<file path="config.mk">
export PLATFORM = sky130hd
export DESIGN_NAME = cpu_run_monitor
export DESIGN_NICKNAME = d
export VERILOG_FILES = /design/src/rtl/cpu_run_monitor.sv
export SDC_FILE = /design/constraint.sdc
export NUM_CORES = 1
export LEC_CHECK = 0
export CELL_PAD_IN_SITES_DETAIL_PLACEMENT = 0
export CELL_PAD_IN_SITES_GLOBAL_PLACEMENT = 1
export CORE_MARGIN = 2
export CORE_UTILIZATION = 37
export DETAILED_ROUTE_END_ITERATION = 7
export PLACE_DENSITY = 0.82
export SETUP_SLACK_MARGIN = 0.05
export SYNTH_ARGS = -nofsm -noshare
export SYNTH_HDL_FRONTEND = slang
export SYNTH_SLANG_ARGS = --single-unit
</file>
<file path="constraint.sdc">
create_clock -name clk -period 5.4 [get_ports clk]
set_clock_uncertainty 0.05 [all_clocks]
set_input_delay 0.54 -clock clk [delete_from_list [all_inputs] [get_ports clk]]
set_output_delay 0.54 -clock clk [all_outputs]
set_load 0.01 [all_outputs]
</file>
<file path="src/rtl/cpu_run_monitor.sv">
// rtl/cpu_run_monitor.sv - run control, HALT detect/drain and watchdog beside the gate-level CPU
// Holds the CPU in reset, releases it, then snapshots PC/ACC on HALT completion or watchdog expiry.
module cpu_run_monitor #(
  parameter int                DATA_W       = 8,
  parameter int                T_W          = 2,
  parameter logic [DATA_W-1:0] HALT_OP      = 8'hF0,
  parameter int                RST_CYCLES   = 2,
  parameter int                DRAIN_CYCLES = 2,
  parameter int                CYC_W        = 16,
  parameter int                MAX_CYCLES   = 5000
) (
  input  logic              clk,
  input  logic              reset_n,
  input  logic              run,
  input  logic [DATA_W-1:0] ir,
  input  logic [T_W-1:0]    t,
  input  logic [DATA_W-1:0] pc,
  input  logic [DATA_W-1:0] acc,
  output logic              cpu_reset,
  output logic              busy,
  output logic              halted,
  output logic              timeout,
  output logic [CYC_W-1:0]  cycle_count,
  output logic [CYC_W-1:0]  instr_count,
  output logic [DATA_W-1:0] final_pc,
  output logic [DATA_W-1:0] final_acc
);

  localparam logic [2:0] S_IDLE    = 3'd0;
  localparam logic [2:0] S_HOLD    = 3'd1;
  localparam logic [2:0] S_RUN     = 3'd2;
  localparam logic [2:0] S_DRAIN   = 3'd3;
  localparam logic [2:0] S_HALTED  = 3'd4;
  localparam logic [2:0] S_TIMEOUT = 3'd5;

  localparam int HOLD_W  = (RST_CYCLES > 1) ? $clog2(RST_CYCLES) : 1;
  localparam int DRAIN_W = (DRAIN_CYCLES > 1) ? $clog2(DRAIN_CYCLES) : 1;
  localparam logic [HOLD_W-1:0]  HOLD_LAST  = HOLD_W'(RST_CYCLES - 1);
  localparam logic [DRAIN_W-1:0] DRAIN_LAST = DRAIN_W'((DRAIN_CYCLES > 0) ? DRAIN_CYCLES - 1 : 0);
  localparam logic [CYC_W-1:0]   WD_LAST    = CYC_W'(MAX_CYCLES - 1);

  logic [2:0]         state;
  logic [HOLD_W-1:0]  hold_cnt;
  logic [DRAIN_W-1:0] drain_cnt;
  logic [T_W-1:0]     prev_t;
  logic               halt_detect;
  logic               instr_start;

  assign busy        = (state == S_HOLD) || (state == S_RUN) || (state == S_DRAIN);
  assign halt_detect = (ir == HALT_OP) && (t == '0);
  assign instr_start = (t == '0) && (prev_t != '0);

  function automatic logic [CYC_W-1:0] sat_inc(input logic [CYC_W-1:0] v);
    return (v == '1) ? v : v + CYC_W'(1);
  endfunction

  always_ff @(posedge clk) begin
    if (!reset_n) begin
      state       <= S_IDLE;
      cpu_reset   <= 1'b1;
      halted      <= 1'b0;
      timeout     <= 1'b0;
      cycle_count <= '0;
      instr_count <= '0;
      final_pc    <= '0;
      final_acc   <= '0;
      hold_cnt    <= '0;
      drain_cnt   <= '0;
      prev_t      <= '0;
    end else begin
      prev_t <= t;
      case (state)
        S_IDLE, S_HALTED, S_TIMEOUT: begin
          if (run) begin
            state       <= S_HOLD;
            hold_cnt    <= '0;
            cycle_count <= '0;
            instr_count <= '0;
            halted      <= 1'b0;
            timeout     <= 1'b0;
          end
        end
        S_HOLD: begin
          if (hold_cnt == HOLD_LAST) begin
            state     <= S_RUN;
            cpu_reset <= 1'b0;
          end else begin
            hold_cnt <= hold_cnt + HOLD_W'(1);
          end
        end
        S_RUN: begin
          cycle_count <= sat_inc(cycle_count);
          if (instr_start) instr_count <= sat_inc(instr_count);
          // HALT takes precedence over a watchdog expiring on the same edge
          if (halt_detect) begin
            if (DRAIN_CYCLES == 0) begin
              final_pc  <= pc;
              final_acc <= acc;
              halted    <= 1'b1;
              cpu_reset <= 1'b1;
              state     <= S_HALTED;
            end else begin
              drain_cnt <= '0;
              state     <= S_DRAIN;
            end
          end else if (cycle_count == WD_LAST) begin
            final_pc  <= pc;
            final_acc <= acc;
            timeout   <= 1'b1;
            cpu_reset <= 1'b1;
            state     <= S_TIMEOUT;
          end
        end
        S_DRAIN: begin
          cycle_count <= sat_inc(cycle_count);
          if (drain_cnt == DRAIN_LAST) begin
            final_pc  <= pc;
            final_acc <= acc;
            halted    <= 1'b1;
            cpu_reset <= 1'b1;
            state     <= S_HALTED;
          end else begin
            drain_cnt <= drain_cnt + DRAIN_W'(1);
          end
        end
        default: begin
          state     <= S_IDLE;
          cpu_reset <= 1'b1;
        end
      endcase
    end
  end

endmodule

</file>
---- Yosys cells after proc, flatten, opt, wreduce, memory -nomap -nowiden ----
Index checks and enable logic that the tools add are counted.
storage, ports and cells
  register bits after elaboration ......... 58
  input bits .............................. 29
operators by class
  $add $sub $neg .......................... 4
  eq/ne operators ......................... 19
  multiplexer cells ....................... 33
  bitwise operators ....................... 1
  reduce and logical (&&, ||, !) cells .... 23
operators by type and width
  cell                     number
  $mux W16                 4
  $pmux W16 S2             2
  $mux W8                  6
  $add A16 B1 Y16 const B  2
  $eq A16 B16 Y1 const B   2
  $pmux W8 S2              2
  $eq A16 B13 Y1 const B   1
  $ne A2 B2 Y1 const B     8
  $reduce_and A4 Y1        4
  $mux W3                  5
  $pmux W3 S4              1
  $reduce_bool A2 Y1       6
  $eq A8 B8 Y1 const B     1
  $mux W1                  8
  $pmux W1 S2              4
  $eq A3 B2 Y1 const B     2
  $eq A3 B3 Y1 const B     2
  $reduce_and A3 Y1        2
  $reduce_and A5 Y1        1
  $pmux W1 S4              1
  $reduce_and A2 Y1        2
  $eq A3 B1 Y1 const B     1
  $logic_not A3 Y1         1
  $ne A3 B2 Y1 const B     1
  other kinds (8)          11

---- Longest topological paths before layout ----
  depth in word-level cells ............... 4
  mapped depth ............................ 8
  depth with buffers taken out ............ 6

---- Least setup slack after synthesis ----
OpenSTA, ideal clock, no wires.
  path type ............................... reg2reg
  start ................................... register cycle_count[0]
  end ..................................... register cycle_count[9]
  library setup time ...................... 0.131 ns
  data arrival time ....................... 1.968 ns
  required time ........................... 5.219 ns
  setup slack ............................. 3.250 ns
  cell stages (with the launch flop) ...... 8
  buffers on the path ..................... 1
  period minus slack after synthesis ...... 2.150 ns
  cell sequence ........................... dfxtp_1 -> ha_1 -> nand3_1 -> or4b_1 -> buf_2 -> o211a_1 -> a41oi_1 -> nor3_1
between the ends
  word-level cells in the longest chain between the ends .. 3
  elaborated cells between the ends (all ways) .. 6
ends and longest elaborated chain
  what                                                      line  source
  start, declared                                           23    output logic [CYC_W-1:0] cycle_count,
  start signal, assigned                                    92    cycle_count <= sat_inc(cycle_count);
  start signal, assigned                                    115   cycle_count <= sat_inc(cycle_count);
  $add A16 B1 Y16 / $eq A16 B16 Y1 (equally long branches)  54    return (v == '1) ? v : v + CYC_W'(1);
  $mux W16 / $ne A2 B2 Y1 (equally long branches)           n/a
  $pmux W16 S2 / $reduce_and A3 Y1 (equally long branches)  n/a
Parallel ways exist; a longest one is shown, timed or not. The select of a mux whose other input is x is not followed.
A chain may end at the register's enable or synchronous reset.

---- Final worst setup path ----
  start ................................... register state[1]
  end ..................................... register cycle_count[13]
between the ends
  word-level cells in the longest chain between the ends .. 4
  elaborated cells between the ends (all ways) .. 12
ends and longest elaborated chain
  what                                                                 line  source
  start, declared                                                      42    logic [2:0] state;
  start signal, assigned                                               59    state <= S_IDLE;
  start signal, assigned                                               75    state <= S_HOLD;
  start signal, assigned                                               85    state <= S_RUN;
  $eq A3 B3 Y1 (tied with other cells)                                 72    case (state)
  $reduce_or A3 Y1 / $reduce_or A2 Y1 (equally long branches)          n/a
  $ne A2 B2 Y1 (no line) / $reduce_bool A2 Y1 (equally long branches)  n/a
  $reduce_and A3 Y1 (no line)                                          n/a
Parallel ways exist; a longest one is shown, timed or not.

==> results.ini <==
[status]
status=finished, final reports clean

[place]
port_buffers=80
dpl_worst_slack_ps=2700
dpl_cell_area_sq_um=3770
dpl.hpwl_um=5810
place_inst=528
gp_congestion=0.845

[min_path]
min_path_type=reg2reg

[finish]
drive_above_1_share_pct=6.12
syn2layout_area_growth_pct=35.9
multi_input_area_sq_um=1630
fin_area_sq_um=3960
finalNetCount=468
mostFrequentLayoutCell=clkdlybuf4s50_1
fillers=782
diodes=0
stdcell_count=543
layout_common_cells=clkdlybuf4s50_1 (80), dfxtp_1 (58), nand3_1 (42)
regArea_sq_um=1160

[cts]
clk_pin_slew_ps=70
clock_path_buffers=2
cts_tree=yes
root_buffer=clkbuf_8
clk-insertion-delay-late_ps=340
cts_resized=0
cts_num_sinks=58
hold_buffers=0
htree_levels=3
cts_setup_buffers=0
cts_buffers=9

[drt]
num_vias=3082
postRouteAntennaNets=0
met2WireLength_um=3990
drt_pass1_iterations=4
viasPerCell=5.68
dr_wl_met3_um=417
met1Wirelength_um=3990
routedWlPerCell_um=15.7
wl_um=8530
top_layer_used=met4
drt_iter0_markers=114
drc=0

[timing]
period_minus_slack_ps=2590
hold_violations=0
fmax_mhz=386
fin_tns_setup_ps=0
setup_viol=0
slew_headroom_pct=36.1
fin_crit_sh_pct=48.0
setup_ws_ps=2810
finalMaxSlewViolations=0
tightestPinTransition_ps=959
grt_setup_unrepaired=no

[global_route]
grt_antenna_before_repair=0
grt_pass1_vias=2866
grt_max_degree=38
grt_overflow=0
track_usage_pct=20.1
grt_pass1_wl_um=14000

[worst_setup_path]
cp_cell_sequence=nand2b_1, o21ai_1, o211ai_2, or4_1, a21oi_1
slowest_stage=nand2b_1
cpPeakStageDelay_ps=600
arrival_ps=2810
r2r_cells=5
cp-start-kind=flip-flop
cp-end-kind=flip-flop
r2r_start=state[1]$_SDFFE_PN0P_
regToRegSetupSlack_ps=2810
endpoint=cycle_count[13]$_SDFFE_PN0P_
required_ps=5610
path_class=reg2reg
r2r_end=cycle_count[13]$_SDFFE_PN0P_
cp_max_fo=27
crit_start=state[1]$_SDFFE_PN0P_

[logic_synthesis]
syn_nets=396
synthCells=365
seq_area_frac_synth_pct=39.9
synth-seq-cells=58
synth_edf_count=0
async_flop_share_pct=0
synth-warning-count=0
netlist_area_sq_um=2910
synth-main-ff-cell=dfxtp_1
avgSynthCellArea_sq_um=7.98
ys_types=51

[floorplan]
core-area_sq_um=7690
die_x_um=92.7
die-area_sq_um=8590
start_util_pct=37.9
die_y_um=92.7
io_pins=81
num_rows=32

[run]
drv_cap=0

[pwr]
p_leak_nw=1.30
ir_worst_vdd_mv=0.166
p_per_area_nw_per_um2=282

area by class of cell:
cell class | count | share of cell area (%)
clock buffers | 9 | 3.13
clock inverters | 6 | 1.49
inverters | 8 | 0.759
multi-input cells | 277 | 41.3
flip-flops and latches | 58 | 29.3
well taps | 102 | 3.22
repair buffers | 83 | 20.8
registers in the layout, indices dropped and copies added (netlist names):
register / cells
drain_cnt: 1
hold_cnt: 1
final_acc: 8
cpu_reset: 1
timeout: 1
cycle_count: 16
halted: 1
state: 3
instr_count: 16
final_pc: 8
prev_t: 2
worst max-delay path, delay by kind of cell (launching register included):
| kind | cells | cell delay [ps] |
|---|---|---|
| AO/OA/AOI/OAI | 3 | 880 |
| AND/OR/NAND/NOR | 2 | 1040 |
| flip-flops | 1 | 530 |
report_power, final:
| group | leakage [nW] | switching, W | total, W | internal [W] |
|---|---|---|---|---|
| clock | 0.0986 | 0.000179 | 0.000387 | 0.000208 |
| combinational | 0.737 | 0.000160 | 0.000256 | 0.0000955 |
| sequential | 0.468 | 0.0000324 | 0.000475 | 0.000443 |
cells by family after synthesis:
group | Yosys count | share of synthesized area, %
muxes | 8 | 2.75
DFF | 58 | 39.9
AOI/OAI and AO/OA | 111 | 23.7
and+or+nand+nor | 152 | 27.5
adders and majority gates | 2 | 0.859
buffers and inverters | 30 | 4.13
xor gates and xnor gates | 4 | 1.20
how the worst min path moves through the flow:
stage / startpoint / endpoint / slack, ps / cells past startpoint
2_1_floorplan: hold_cnt$_SDFFE_PN0P_ / hold_cnt$_SDFFE_PN0P_ / 400 / 2
3_3_place_gp: final_pc[5]$_SDFFE_PN0P_ / final_pc[5]$_SDFFE_PN0P_ / 410 / 2
3_5_place_dp: final_pc[0]$_SDFFE_PN0P_ / final_pc[0]$_SDFFE_PN0P_ / 420 / 2
4_1_cts: final_acc[2]$_SDFFE_PN0P_ / final_acc[2]$_SDFFE_PN0P_ / 430 / 2
5_1_grt: final_pc[5]$_SDFFE_PN0P_ / final_pc[5]$_SDFFE_PN0P_ / 460 / 2
6_report: final_pc[0]$_SDFFE_PN0P_ / final_pc[0]$_SDFFE_PN0P_ / 430 / 2
per-stage QoR:
stage               power, W  hold WS (ps)  utilization (%)
CTS                  0.00112           433             51.5
finish               0.00112           431             51.5
global placement    0.000735           408             49.1
detailed placement  0.000738           421             49.1
floorplan           0.000652           397                -
global route         0.00118           456             51.5
cells in the mapped netlist (2+ instances only):
master | n | share of area, %
a41oi_1 | 2 | 0.60
inv_1 | 8 | 1.0
o31ai_1 | 2 | 0.52
and4b_1 | 2 | 0.69
nor3b_1 | 2 | 0.52
and2_1 | 2 | 0.43
buf_2 | 6 | 1.0
nor4_1 | 3 | 0.64
nor2_1 | 25 | 3.2
and3_1 | 10 | 2.1
nor3_1 | 14 | 2.4
nand2_1 | 22 | 2.8
xor2_1 | 3 | 0.90
o211ai_1 | 3 | 0.77
a21oi_1 | 41 | 7.0
and4_1 | 2 | 0.60
nand4_1 | 5 | 1.1
dfxtp_1 | 58 | 40
a22oi_1 | 2 | 0.52
a31oi_1 | 11 | 2.4
a211oi_1 | 2 | 0.52
o41ai_1 | 2 | 0.60
or3_1 | 7 | 1.5
a2bb2oi_1 | 2 | 0.60
ha_1 | 2 | 0.86
o21ai_0 | 30 | 5.2
clkbuf_1 | 16 | 2.1
nor2b_1 | 5 | 1.1
a32oi_1 | 3 | 0.90
mux2i_1 | 8 | 2.8
nand2b_1 | 4 | 0.86
nand3_1 | 42 | 7.2
per-layer routing:
metal	GRT usage [%]	vias to the layer above
met5	0	-
met4	7.35	0
met3	3.17	12
met2	31.8	77
met1	27.8	1480
li1	-	1513
(Power assumes the default switching activity.)
